**src/rtl/mem_stage_pkg.sv**
```systemverilog
// ---------------------------------------------------------------------------
// mem_stage_pkg
//   Shared definitions for the MEM pipeline stage:
//     - default bus widths (passthrough field, discard counter, forward bus)
//     - bit offsets of the fields MEM inspects or rewrites inside the
//       passthrough field
//     - load-type encoding and the EXE->MEM sideband layout
//     - small extension helpers used by the load aligner
// ---------------------------------------------------------------------------
package mem_stage_pkg;

  // Default widths. MEM->WB passthrough is 206 bits. EXE->MEM adds a 7-bit
  // sideband on top of it.
  localparam int MS_PASS_WD  = 206;
  localparam int MS_DCNT_WD  = 2;
  localparam int MS_SIDE_WD  = 7;
  localparam int MS_FWD_WD   = 39;

  // Offsets inside the passthrough field. Every bit not listed here is
  // carried to WB untouched.
  localparam int PC_LSB      = 0;
  localparam int RESULT_LSB  = 32;
  localparam int DEST_LSB    = 64;
  localparam int GR_WE_BIT   = 69;
  localparam int EX_BIT      = 71;

  // Load width/sign selector carried in the sideband.
  typedef enum logic [2:0] {
    LD_TYPE_B  = 3'd0,
    LD_TYPE_BU = 3'd1,
    LD_TYPE_H  = 3'd2,
    LD_TYPE_HU = 3'd3,
    LD_TYPE_W  = 3'd4
  } ld_type_e;

  // Sideband sitting above the passthrough field in es_to_ms_bus:
  //   {mem_req, ld_en, ld_type[2:0], addr_lo[1:0]}
  typedef struct packed {
    logic       mem_req;
    logic       ld_en;
    logic [2:0] ld_type;
    logic [1:0] addr_lo;
  } ms_side_t;

  // Extend a byte to a word, sign-extending when sgn is set.
  function automatic logic [31:0] ext_byte(input logic [7:0] b, input logic sgn);
    return {{24{sgn & b[7]}}, b};
  endfunction

  // Extend a halfword to a word, sign-extending when sgn is set.
  function automatic logic [31:0] ext_half(input logic [15:0] h, input logic sgn);
    return {{16{sgn & h[15]}}, h};
  endfunction

endpackage

```
**src/rtl/mem_stage_ld_align.sv**
```systemverilog
// ---------------------------------------------------------------------------
// mem_ld_align
//   Combinational load-data aligner. Picks the addressed byte or halfword
//   out of the raw 32-bit SRAM word and sign- or zero-extends it according
//   to ld_type. Word loads (and any unused encoding) return the raw word.
//
// Ports
//   ld_type  in   3   load type (b, bu, h, hu, w)
//   addr_lo  in   2   low address bits of the access
//   raw      in   32  raw data word from the SRAM / skid buffer
//   result   out  32  aligned, extended load value
// ---------------------------------------------------------------------------
module mem_ld_align
  import mem_stage_pkg::*;
(
  input  logic [2:0]  ld_type,
  input  logic [1:0]  addr_lo,
  input  logic [31:0] raw,
  output logic [31:0] result
);

  // Byte lanes of the raw word, indexed by addr_lo.
  logic [7:0]  raw_bytes [4];
  logic [7:0]  byte_sel;
  logic [15:0] half_sel;

  generate
    for (genvar gi = 0; gi < 4; gi++) begin : g_lane
      assign raw_bytes[gi] = raw[8*gi +: 8];
    end
  endgenerate

  assign byte_sel = raw_bytes[addr_lo];
  // Halfword accesses are aligned, so only addr_lo[1] picks the half.
  assign half_sel = addr_lo[1] ? raw[31:16] : raw[15:0];

  always_comb begin
    result = raw;
    case (ld_type)
      LD_TYPE_B:  result = ext_byte(byte_sel, 1'b1);
      LD_TYPE_BU: result = ext_byte(byte_sel, 1'b0);
      LD_TYPE_H:  result = ext_half(half_sel, 1'b1);
      LD_TYPE_HU: result = ext_half(half_sel, 1'b0);
      default:    result = raw;
    endcase
  end

endmodule

```
**src/rtl/mem_stage.sv**
```systemverilog
// ---------------------------------------------------------------------------
// mem_stage
//   MEM pipeline stage between EXE and WB.
//     - Holds one instruction and waits for the data-SRAM response of a
//       load/store issued in EXE.
//     - Keeps a one-entry skid buffer for a response that arrives while WB
//       is stalled.
//     - Counts responses still owed to instructions flushed by WB and
//       silently drops them when they arrive.
//     - Aligns/extends load data and writes it into the result field.
//     - Drives the MS->WS handshake and the MS->DS forward bus.
//
// Ports
//   clk                  in   1          clock
//   reset                in   1          synchronous, active-high
//   es_to_ms_valid       in   1          EXE holds a valid instruction
//   es_to_ms_bus         in   PASS_WD+7  {mem_req,ld_en,ld_type,addr_lo,pass}
//   ms_allowin           out  1          MEM can accept this cycle
//   ws_allowin           in   1          WB can accept this cycle
//   ws_cancel            in   1          WB flush
//   data_sram_data_ok    in   1          data response valid
//   data_sram_rdata      in   32         response data
//   ms_to_ws_valid       out  1          bundle valid towards WB
//   ms_to_ws_bus         out  PASS_WD    pass field, result possibly replaced
//   mem_result           out  32         aligned/extended load data
//   forward_ms_to_ds_bus out  39         {fwd_data,fwd_valid,fwd_block,dest}
// ---------------------------------------------------------------------------
module mem_stage
  import mem_stage_pkg::*;
#(
  parameter int PASS_WD = MS_PASS_WD,
  parameter int DCNT_WD = MS_DCNT_WD
) (
  input  logic                 clk,
  input  logic                 reset,
  input  logic                 es_to_ms_valid,
  input  logic [PASS_WD+6:0]   es_to_ms_bus,
  output logic                 ms_allowin,
  input  logic                 ws_allowin,
  input  logic                 ws_cancel,
  input  logic                 data_sram_data_ok,
  input  logic [31:0]          data_sram_rdata,
  output logic                 ms_to_ws_valid,
  output logic [PASS_WD-1:0]   ms_to_ws_bus,
  output logic [31:0]          mem_result,
  output logic [MS_FWD_WD-1:0] forward_ms_to_ds_bus
);

  // -------------------------------------------------------------------------
  // State
  // -------------------------------------------------------------------------
  logic                ms_valid_reg;
  logic [PASS_WD+6:0]  bus_reg;
  logic [31:0]         data_buf_reg;
  logic                data_buf_vld_reg;
  logic [DCNT_WD-1:0]  discard_cnt_reg;
  logic [DCNT_WD-1:0]  discard_cnt_next;

  // -------------------------------------------------------------------------
  // Field decode of the held bundle
  // -------------------------------------------------------------------------
  ms_side_t            side_r;
  logic [PASS_WD-1:0]  pass_r;
  logic                ex_r;
  logic                gr_we_r;
  logic [4:0]          dest_r;

  assign side_r  = bus_reg[PASS_WD +: MS_SIDE_WD];
  assign pass_r  = bus_reg[PASS_WD-1:0];
  assign ex_r    = pass_r[EX_BIT];
  assign gr_we_r = pass_r[GR_WE_BIT];
  assign dest_r  = pass_r[DEST_LSB +: 5];

  // -------------------------------------------------------------------------
  // Handshake
  // -------------------------------------------------------------------------
  logic        cnt_zero;
  logic        resp_ok;
  logic        wait_resp;
  logic        ms_ready_go;
  logic        accept;
  logic        capture;
  logic        cnt_inc;
  logic        cnt_dec;
  logic [31:0] raw_data;

  assign cnt_zero = (discard_cnt_reg == '0);

  // A data_ok only belongs to the current instruction once every response
  // owed to flushed instructions has been drained.
  assign resp_ok = data_sram_data_ok & cnt_zero;

  // Excepting instructions never issued their request, and a buffered
  // response already satisfies the wait.
  assign wait_resp = ms_valid_reg & side_r.mem_req & ~ex_r & ~data_buf_vld_reg;

  // The response may be consumed in the very cycle it arrives.
  assign ms_ready_go = ~wait_resp | resp_ok;

  assign ms_allowin     = ~ms_valid_reg | (ms_ready_go & ws_allowin);
  assign accept         = es_to_ms_valid & ms_allowin & ~ws_cancel;
  assign ms_to_ws_valid = ms_valid_reg & ms_ready_go & ~ws_cancel;

  // Response is here but WB will not take it this cycle: park it so the
  // live SRAM bus is free and no second response is expected.
  assign capture = resp_ok & wait_resp & ~(ms_to_ws_valid & ws_allowin);

  assign raw_data = data_buf_vld_reg ? data_buf_reg : data_sram_rdata;

  // -------------------------------------------------------------------------
  // Load alignment and outgoing bus
  // -------------------------------------------------------------------------
  mem_ld_align u_ld_align (
    .ld_type (side_r.ld_type),
    .addr_lo (side_r.addr_lo),
    .raw     (raw_data),
    .result  (mem_result)
  );

  always_comb begin
    ms_to_ws_bus = pass_r;
    if (side_r.ld_en) begin
      ms_to_ws_bus[RESULT_LSB +: 32] = mem_result;
    end
  end

  // -------------------------------------------------------------------------
  // Forward bus towards decode
  // -------------------------------------------------------------------------
  logic fwd_valid;
  logic fwd_block;

  assign fwd_valid = ms_valid_reg & gr_we_r & (dest_r != 5'd0);
  // A load whose data has not arrived yet cannot be forwarded; DS stalls.
  assign fwd_block = fwd_valid & side_r.ld_en & ~ms_ready_go;

  assign forward_ms_to_ds_bus = {ms_to_ws_bus[RESULT_LSB +: 32], fwd_valid, fwd_block, dest_r};

  // -------------------------------------------------------------------------
  // Discard counter
  //   inc: a flushed instruction still owes a response (and that response
  //        is not the one arriving right now).
  //   dec: a response arrives while stale responses are outstanding; it is
  //        dropped.
  //   Both in the same cycle leave the count unchanged. The count saturates
  //   rather than wrapping; exceeding its range means the pipeline issued
  //   more requests than it is built to track.
  // -------------------------------------------------------------------------
  assign cnt_inc = ws_cancel & wait_resp & ~resp_ok;
  assign cnt_dec = data_sram_data_ok & ~cnt_zero;

  always_comb begin
    discard_cnt_next = discard_cnt_reg;
    if (cnt_inc && !cnt_dec && !(&discard_cnt_reg)) begin
      discard_cnt_next = discard_cnt_reg + DCNT_WD'(1);
    end else if (cnt_dec && !cnt_inc) begin
      discard_cnt_next = discard_cnt_reg - DCNT_WD'(1);
    end
  end

  // -------------------------------------------------------------------------
  // Sequential state
  // -------------------------------------------------------------------------
  always_ff @(posedge clk) begin
    if (reset) begin
      ms_valid_reg <= 1'b0;
    end else if (ws_cancel) begin
      ms_valid_reg <= 1'b0;
    end else if (ms_allowin) begin
      ms_valid_reg <= es_to_ms_valid;
    end
  end

  always_ff @(posedge clk) begin
    if (reset) begin
      bus_reg <= '0;
    end else if (accept) begin
      bus_reg <= es_to_ms_bus;
    end
  end

  always_ff @(posedge clk) begin
    if (reset) begin
      data_buf_reg     <= 32'd0;
      data_buf_vld_reg <= 1'b0;
    end else if (accept) begin
      data_buf_vld_reg <= 1'b0;
    end else if (capture) begin
      data_buf_reg     <= data_sram_rdata;
      data_buf_vld_reg <= 1'b1;
    end
  end

  always_ff @(posedge clk) begin
    if (reset) begin
      discard_cnt_reg <= '0;
    end else begin
      discard_cnt_reg <= discard_cnt_next;
    end
  end

endmodule

```
**config.mk**
```make
export PLATFORM = sky130hd
export DESIGN_NAME = mem_stage
export DESIGN_NICKNAME = d
export VERILOG_FILES = /design/src/rtl/mem_stage_pkg.sv /design/src/rtl/mem_stage_ld_align.sv /design/src/rtl/mem_stage.sv
export SDC_FILE = /design/constraint.sdc
export NUM_CORES = 1
export LEC_CHECK = 0
export ABC_AREA = 1
export BUFFER_PORTS_ARGS = -buffer_cell sky130_fd_sc_hd__buf_4
export CORE_AREA = 2 2 203 205
export DETAILED_ROUTE_END_ITERATION = 16
export DIE_AREA = 0 0 205 207
export GPL_TIMING_DRIVEN = 0
export HOLD_SLACK_MARGIN = 0.08
export PLACE_DENSITY = 0.64
export SLEW_MARGIN = 20
export SYNTH_ARGS = -nofsm -noshare
export SYNTH_HDL_FRONTEND = slang
export SYNTH_SLANG_ARGS = --single-unit
export TNS_END_PERCENT = 1
```
**constraint.sdc**
```tcl
create_clock -name clk -period 1.9 [get_ports clk]
set_clock_uncertainty 0.1 [all_clocks]
set_input_delay 0.38 -clock clk [delete_from_list [all_inputs] [get_ports clk]]
set_output_delay 0.38 -clock clk [all_outputs]
set_load 0.03 [all_outputs]
```
# --- Word-level counts from Yosys, hierarchy flattened ---
# Cells that the tools add are included.
word_totals:
  output_inout_bits: 279
  reg_bits: 249
  input_bits: 251
  elab_cells: 66
op_classes:
  addsub: 2
  n_reduce_logical: 14
  eq_ne: 3
  bitwise_logic: 32
  mux: 9
  order_cmp: 1
op_table:
  columns: ["op", "n"]
  rows:
  - ["$pmux 32 s4", 1]
  - ["$mux 32", 2]
  - ["$and 1x1->1", 19]
  - ["$bmux 8 s2", 1]
  - ["$mux 16", 1]
  - ["$mux 8", 2]
  - ["$not 1->1", 10]
  - ["$eq 3x2->1 const B", 2]
  - ["$reduce_bool 5->1", 1]
  - ["$mux 2", 2]
  - ["$reduce_and 2->1", 2]
  - ["$reduce_or 2->1", 2]
  - ["$eq 3x1->1 const B", 1]
  - ["$ge 3x3->1 const B", 1]
  - ["$logic_and 1x1->1", 3]
  - ["$logic_not 1->1", 3]
  - ["$logic_not 3->1", 1]
  - ["$not 2->3", 1]
  - ["$add 2x1->2 const B", 1]
  - ["$logic_not 2->1", 1]
  - ["$or 1x1->1", 2]
  - ["$reduce_bool 2->1", 1]
  - ["$sub 2x1->2 const B", 1]

# --- Longest topological paths before layout ---
# Gate-level depths: netlist of the first run.
depth:
  ltp_word: 11
  depth_mapped: 12
  ltp_nobuf: 10

# --- Cells and area by module ---
# A second synthesis of the first run with hierarchy kept.
hier_totals:
  hier_cells: 2193
  area_unflattened_um2: 14173.6
modules_own_cells:
  columns: ["module", "cells_per_inst", "instances", "seq_area_each_um2", "area_per_inst_um2"]
  rows:
  - ["mem_stage", 2031, 1, 4984.8, 13281.5]
  - ["mem_ld_align", 162, 1, 0.0, 892.1]

# --- Worst setup path after synthesis of the first run ---
# OpenSTA, ideal clock, no wires.
synth_timing:
  path_type: "register to output"
  from: "register data_buf_vld_reg"
  to: "output ms_to_ws_bus[57]"
  n_path_buf: 3
  required_ns: 1.420
  slack_ns: -0.556
  stages_incl_launch_ff: 13
  arrival_time_ns: 1.976
  path_cell_list: "dfxtp_1 -> inv_1 -> buf_2 -> nand2_1 -> nand2_1 -> nand2_1 -> nand2_1 -> nand2_1 -> buf_2 -> nand3_1 -> nand2_1 -> nand2_1 -> buf_4"
synth_between:
  elab_chain_len: 6
  word_cells_on_any_way: 7
  classes_between: "7 x mux"
synth_lines:
  columns: ["item", "line", "text"]
  rows:
  - ["start: declaration", "mem_stage.sv:55", "logic data_buf_vld_reg;"]
  - ["start signal: assignment", "mem_stage.sv:185", "data_buf_vld_reg <= 1'b0;"]
  - ["start signal: assignment", "mem_stage.sv:187", "data_buf_vld_reg <= 1'b0;"]
  - ["start signal: assignment", "mem_stage.sv:190", "data_buf_vld_reg <= 1'b1;"]
  - ["$mux 32 *", "mem_stage.sv:108", "assign raw_data = data_buf_vld_reg ? data_buf_reg : data_sram_rdata;"]
  - ["$bmux 8 s2", "mem_stage_ld_align.sv:33", "assign byte_sel = raw_bytes[addr_lo];"]
  - ["$mux 8 (not written as such) (2 in a row)", "mem_stage_ld_align.sv:33", null]
  - ["$pmux 32 s4 *", "mem_stage_ld_align.sv:39", "case (ld_type)"]
  - ["named net mem_result[25]", "mem_stage.sv:45", "output logic [31:0] mem_result,"]
  - ["$mux 32 *", "mem_stage.sv:122", "if (side_r.ld_en) begin"]
  - ["end: declaration", "mem_stage.sv:44", "output logic [PASS_WD-1:0] ms_to_ws_bus,"]
# Mark *: on every way through the listed nets, which the timed path passes. The rest lies on a longest branch. The select of a mux whose other input is x is not followed.

# --- Worst setup path in the final report of the first run ---
layout_timing:
  from: "register data_buf_vld_reg"
  to: "output ms_to_ws_bus[57]"
layout_between:
  elab_chain_len: 6
  word_cells_on_any_way: 7
  classes_between: "7 x mux"
layout_lines:
  columns: ["item", "line"]
  rows:
  - ["$mux 32 *", "mem_stage.sv:108"]
  - ["$bmux 8 s2", "mem_stage_ld_align.sv:33"]
  - ["$mux 8 (not written as such) (2 in a row)", "mem_stage_ld_align.sv:33"]
  - ["$pmux 32 s4 *", "mem_stage_ld_align.sv:39"]
  - ["$mux 32 *", "mem_stage.sv:122"]
# Mark *: on every way between the ends. The rest lies on a longest branch, timed or not. The select of a mux whose other input is x is not followed.

==> results.md, run 1 <==
* RSZ-0062 raised after global routing: yes
* Crit end category: output port
* Vias per cell at 4.73
* Top cell type's share of synthesized area at 0.415
* Initial antenna violation count at 5
* Routed Antenna Nets at 0
* Die H at 207 µm
* Post-synthesis sequential area ratio at 0.415
* Worst VDD drop at 0.000673 V
* Post-synthesis simple-gate area fraction at 0.269
* Post-Synth Adder-Cell Area at 0
* R2R setup slack at -70 ps
* First-pass GRT wire length at 83100 µm
* Max reg flops at 213
* Total wire length at 55100 µm
* # setup viols final at 136
* Dpl cells at 2742
* Largest fanout on the critical path at 8
* Vias at 14.5k
* CTS buffer count at 30
* Mux cell area share after synthesis at 0
* CTS tree: yes
* Failing checks: setup timing
* Setup WS post-layout at -914 ps
* Worst Hold Class: in -> reg
* WHS Path Cells at 5
* Status: finished with violations
* Power per cell area at 725 nW/µm²
* Root Driver: clkbuf_16
* Compound-Gate Fraction of Synth Area at 0.124
* Crit share post-route at 1.48
* Maximum Capacitance Violations at 0
* GR Overflow Total at 0
* CTS Buffer Depth at 3
* Sum of negative setup slack at -71380 ps
* Reg2reg path depth at 10
* Final count of pins violating max slew at 0
* Worst slew pin tran at 801 ps
* Dpl cell area at 17500 µm²
* Yosys cell types at 20
* Yosys reg bits at 249
* Post-DP HPWL at 40500 µm
* DIE AREA at 42400 µm²
* Crit Reg-Reg Endpoint: bus_reg[208]$_SDFFE_PP0P_
* IO buf count at 529
* Layout Cells excl Fill at 3073
* Residual DRC at 0
* Clk Latency, worst-skew pair at 560 ps
* Crit path launch type: flop
* Detailed Routing Iterations Pass 1 at 5
* Pin count of the biggest net entering global routing at 15
* Most used flip-flop cell after synthesis: dfxtp_1
* Leakage Power at 10.1 nW
* Area added between synthesis and finish at 84.8%
* Initial Utilization at 0.298
* WHS Endpoint: discard_cnt_reg[1]$_SDFFE_PP0P_
* CTS sink cnt at 249
* Starting DRT DRC Count at 701
* Clock-pin slew on the worst setup and hold paths at 60 ps
* Max-slew headroom at 0.466
* Share of cells above drive strength 1 at 0.416
* Final #Nets at 2765
* Vias in the first global route at 14.9k
* Xor and xnor fraction of the mapped netlist area at 0
* Post-synth EDFFs at 0
* I/O Pins at 530
* # H-tree levels at 1
* Arrival time worst endpoint at 2330 ps
* Die X at 205 µm
* Top area cells in the synthesized netlist: dfxtp_1, nand2_1, buf_4, nand3_1, a21oi_1
* FMAX at 355 MHz
* Hold_sp: ws_cancel
* Mapped Nets at 1932
* Synthesized cell area at 12000 µm²
* Worst EP required at 1420 ps
* R2R Path Start: data_buf_vld_reg$_SDFFE_PP0P_
* Gate count after technology mapping at 1681
* Final design instance area without fill at 22200 µm²
* Synth async-reset ratio at 0
* Post-synth top cells: nand2_1, nand3_1, dfxtp_1
* Largest family of logic cells by synthesized area: simple AND/OR/NAND/NOR gates
* Util after Layout at 0.550
* Crit path kind: reg -> out
* Drt wl/cell at 17.9 µm
* GRT Total Usage at 0.249
* Rows at 74
* Gpl congestion at 0.904
* Synthesis warning total at 0
* Leading area contributor after synthesis: dfxtp_1
* Top-count cell post-synth: nand2_1
* Avg Inst Size Synth at 7.15 µm²
* Final min period at 2810 ps
* Core area at 40400 µm²
* Fin. Hold Viols at 0
[repair_timing]
action,CTS,global route
resized for setup,205,62
hold buffers,249,0
gates cloned,4,0
buffers inserted,16,5
endpoints found under the hold margin,247,0
setup endpoints to repair,345,304
pin swaps,29,19
[area by class of cell]
cell class / instances / area (µm²)
antenna: 3 / 7.51
inverter: 38 / 149
fill: 3611 / 18100
timing repair buffer: 803 / 6970
multi-input combinational: 1057 / 5860
clock inverter: 13 / 150
clock buffer: 43 / 931
tap: 532 / 666
buffer: 335 / 2480
sequential: 249 / 5000
[routing by layer]
metal / GRT usage / vias to the layer above / wire, µm
li1: - / 7000 / -
met1: 0.274 / 6791 / 20500
met2: 0.445 / 602 / 28000
met3: 0.0592 / 148 / 4060
met4: 0.120 / 4 / 2520
met5: 0 / - / 30
[stage by stage]
stage,setup slack [ps],hold slack (ps),power [W]
after floorplan,-186,324,0.00778
after global placement,-1130,334,0.00922
after detailed placement,-1140,340,0.00925
after CTS,-896,158,0.0162
after global routing,-984,219,0.0167
final,-914,193,0.0161
[worst max-delay path, cell delays in order (launching register included)]
cell and delay (ps):
dfxtp_4 360, inv_4 60, buf_12 140, nand2_4 60
nand3_2 60, nand3_2 120, nand2_4 110, nand2_8 90
buf_12 160, buf_16 140, nand3_4 100, nand2_4 70
nand2_4 100, buf_6 90, buf_6 110
[cell usage in the layout (no fill, tap or decap), types with 31 or more instances in the layout]
| cell type | n |
|---|---|
| inv_1 | 34 |
| nand3_1 | 235 |
| clkbuf_1 | 39 |
| nand2_4 | 59 |
| buf_4 | 684 |
| dlygate4sd3_1 | 249 |
| nand2_1 | 375 |
| clkbuf_16 | 31 |
| a21oi_1 | 247 |
| dfxtp_1 | 241 |
| buf_6 | 96 |
[how the worst max path moves through the flow]
stage	startpoint	slack (ps)	end	cells after the start
after floorplan	data_buf_vld_reg$_SDFFE_PP0P_	-190	ms_to_ws_bus[47]	12
after global placement	ws_cancel	-1130	bus_reg[210]$_SDFFE_PP0P_	6
after detailed placement	ws_cancel	-1140	bus_reg[210]$_SDFFE_PP0P_	6
after CTS	data_buf_vld_reg$_SDFFE_PP0P_	-900	ms_to_ws_bus[57]	14
after global routing	data_buf_vld_reg$_SDFFE_PP0P_	-980	ms_to_ws_bus[57]	14
final	data_buf_vld_reg$_SDFFE_PP0P_	-910	ms_to_ws_bus[57]	14
[power by group]
part | internal, W | switching, W | total (W) | leakage (nW)
clock network | 0.00380 | 0.00235 | 0.00615 | 0.541
logic | 0.00207 | 0.00231 | 0.00438 | 7.52
registers | 0.00544 | 0.000135 | 0.00557 | 2.04
[kinds of logic (layout without fill, tap and decap cells)]
logic type,after synthesis,count (layout)
compound gates,295,295
buf+inv,375,1232
flops,249,249
other cells,0,3
simple gates,762,762
(Power assumes the default switching activity.)
==> run 2: changes to the inputs <==
Settings changed: CTS_CLUSTER_DIAMETER set to 80, REMOVE_ABC_BUFFERS set to 1.
==> results.md, run 2 (synthesis results as in run 1) <==
* CTS Buffer Depth at 3
* RSZ-0062 raised after global routing: yes
* Share of cells above drive strength 1 at 0.350
* Combinational Power Share at 0.239
* CP max-delay cell: dfxtp_4
* Failing checks: setup timing
* Final min period at 2810 ps
* Vias in the first global route at 13.7k
* Crit path kind: reg -> out
* GR Overflow Total at 0
* CTS tree: yes
* CTS buffer count at 30
* Cell-internal power at 0.0113 W
* Status: finished with violations
* Crit Reg-Reg Endpoint: bus_reg[133]$_SDFFE_PP0P_
* Vias per cell at 4.98
* Gpl congestion at 0.882
* Power per cell area at 800 nW/µm²
* Critical path depth in cells at 11
* Final design instance area without fill at 20000 µm²
* Worst VDD drop at 0.000841 V
* Max incr delay on CP at 380 ps
* Clock-pin slew on the worst setup and hold paths at 60 ps
* Final count of pins violating max slew at 0
* Area added between synthesis and finish at 66.6%
* I/O Pins at 530
* Root Driver: clkbuf_16
* Die X at 205 µm
* Drt wl/cell at 18.2 µm
* Vias at 13.8k
* Die H at 207 µm
* Detailed Routing Iterations Pass 1 at 6
* Clk Latency, worst-skew pair at 570 ps
* Final #Nets at 2469
* Reg2reg path depth at 10
* Pin count of the biggest net entering global routing at 114
* Layout Cells excl Fill at 2774
* Total wire length at 50400 µm
* Multi-input gate area at 5570 µm²
* Most frequent cells in the layout: buf_4, nand2_1, dlygate4sd3_1
* IO buf count at 529
* R2R setup slack at -430 ps
* P_sw at 0.00476 W
* Fillers at 3593
* Worst path top cell family by delay: simple AND/OR/NAND/NOR gates
* R2R Path Start: discard_cnt_reg[1]$_SDFFE_PP0P_
* Dpl cells at 2419
* Clock power share at 0.413
* Worst slew pin tran at 767 ps
* Leakage Power at 8.66 nW
* FMAX at 356 MHz
* Starting DRT DRC Count at 874
* Arrival time worst endpoint at 2330 ps
* Largest fanout on the critical path at 6
* Setup WS post-layout at -906 ps
* Rows at 74
* Ant. Diodes at 0
* Residual DRC at 0
* Crit path from: data_buf_vld_reg$_SDFFE_PP0P_
* Total chip power at 0.0160 W
* Post-DP HPWL at 28900 µm
* Initial antenna violation count at 0
* Register area at 5010 µm²
* DIE AREA at 42400 µm²
* First-pass GRT wire length at 75800 µm
* Crit share post-route at 1.48
* # setup viols final at 296
* Worst Hold Class: in -> reg
* Commonest non-fill, non-tap cell in the layout: buf_4
* Worst EP required at 1420 ps
* Buffer and inverter count on the worst path at 3
* Sw frac at 0.297
* Top cell by count, worst path: nand3_4
* End of the critical path: forward_ms_to_ds_bus[33]
* Maximum Capacitance Violations at 0
* # H-tree levels at 1
* GRT Total Usage at 0.221
* Seq pwr share at 0.348
* Routed Antenna Nets at 0
* Pre-CTS setup slack at -1920 ps
* Max reg flops at 213
* CTS sink cnt at 249
* CP cell instances: clkinvlp_4, buf_8, nand2_4, nand3_4, nand3_4, nand2_8, nand2_8, nand3_4, nand2_1, nand2_2, buf_6
* Fin. Hold Viols at 0
* Util after Layout at 0.496
* Crit end category: output port
* Dpl cell area at 14900 µm²
* Core area at 40400 µm²
* Max-slew headroom at 0.488
* Initial Utilization at 0.298
* Crit path launch type: flop
==> run 2: cell count changes in the layout (fill, tap and decap cells not counted), moves of 7 or more <==
| cell | previous run | this run |
|---|---|---|
| buf_4 | 684 | 500 |
| nand2_4 | 59 | 20 |
| clkbuf_1 | 39 | 2 |
| buf_6 | 96 | 63 |
| nand2_1 | 375 | 405 |
| buf_2 | 20 | 0 |
| buf_1 | 19 | 0 |
| clkbuf_2 | 11 | 0 |
| nand2_2 | 28 | 38 |
| clkbuf_8 | 13 | 4 |
| o21ai_4 | 8 | 0 |
| nand3_4 | 27 | 20 |
==> run 2: layout make-up <==
type,count,area share
clock inverters,20,0.0162
well taps,532,0.0332
clock buffers,36,0.0406
multi-input cells,1063,0.278
flip-flops and latches,249,0.250
repair buffers,835,0.373
repair inverters,1,0.000375
inverters,38,0.00806
==> run 2: power by group through the flow <==
stage | Clock, W | Combinational [W] | Sequential (W)
final | 0.00663 | 0.00383 | 0.00558
after global routing | 0.00697 | 0.00401 | 0.00560
after CTS | 0.00672 | 0.00364 | 0.00557
after detailed placement | 0 | 0.00287 | 0.00569
after global placement | 0 | 0.00280 | 0.00568
after floorplan | 0 | 0.00109 | 0.00601
==> run 2: worst min-delay path by stage <==
stage | startpoint | end | slack, ps | depth (start not counted)
floorplan | data_buf_reg[0]$_SDFFE_PP0P_ | data_buf_reg[0]$_SDFFE_PP0P_ | 330 | 2
global placement | data_buf_reg[22]$_SDFFE_PP0P_ | data_buf_reg[22]$_SDFFE_PP0P_ | 340 | 2
detailed placement | data_buf_reg[19]$_SDFFE_PP0P_ | data_buf_reg[19]$_SDFFE_PP0P_ | 340 | 2
CTS | ws_cancel | bus_reg[206]$_SDFFE_PP0P_ | 80 | 4
global route | ws_cancel | bus_reg[65]$_SDFFE_PP0P_ | 100 | 4
finish | ws_cancel | bus_reg[206]$_SDFFE_PP0P_ | 120 | 4
==> run 2: repair_timing <==
action	CTS	global route
setup buffers	31	11
endpoints found under the hold margin	248	0
hold buffers	249	0
pin swaps	24	28
endpoints found under the setup margin	349	338
resized for setup	170	103
cloned	9	0
==> run 2: per-layer routing <==
layer / GRT usage / routed length [µm]
met2: 0.400 / 25900
met4: 0.106 / 2300
met1: 0.245 / 18200
met5: 0 / 0
met3: 0.0434 / 3930
==> run 2: stage by stage <==
stage / hold WS [ps] / setup TNS (ps)
finish: 119 / -130220
floorplan: 326 / -1544040
global placement: 335 / -3108870
CTS: 83.4 / -139370
detailed placement: 342 / -561130
global route: 104 / -169010
==> run 2: worst min-delay path, delay by kind of cell <==
kind            cells  cell delay, ps
simple gates        2             200
buf+inv             1             110
compound gates      1              60
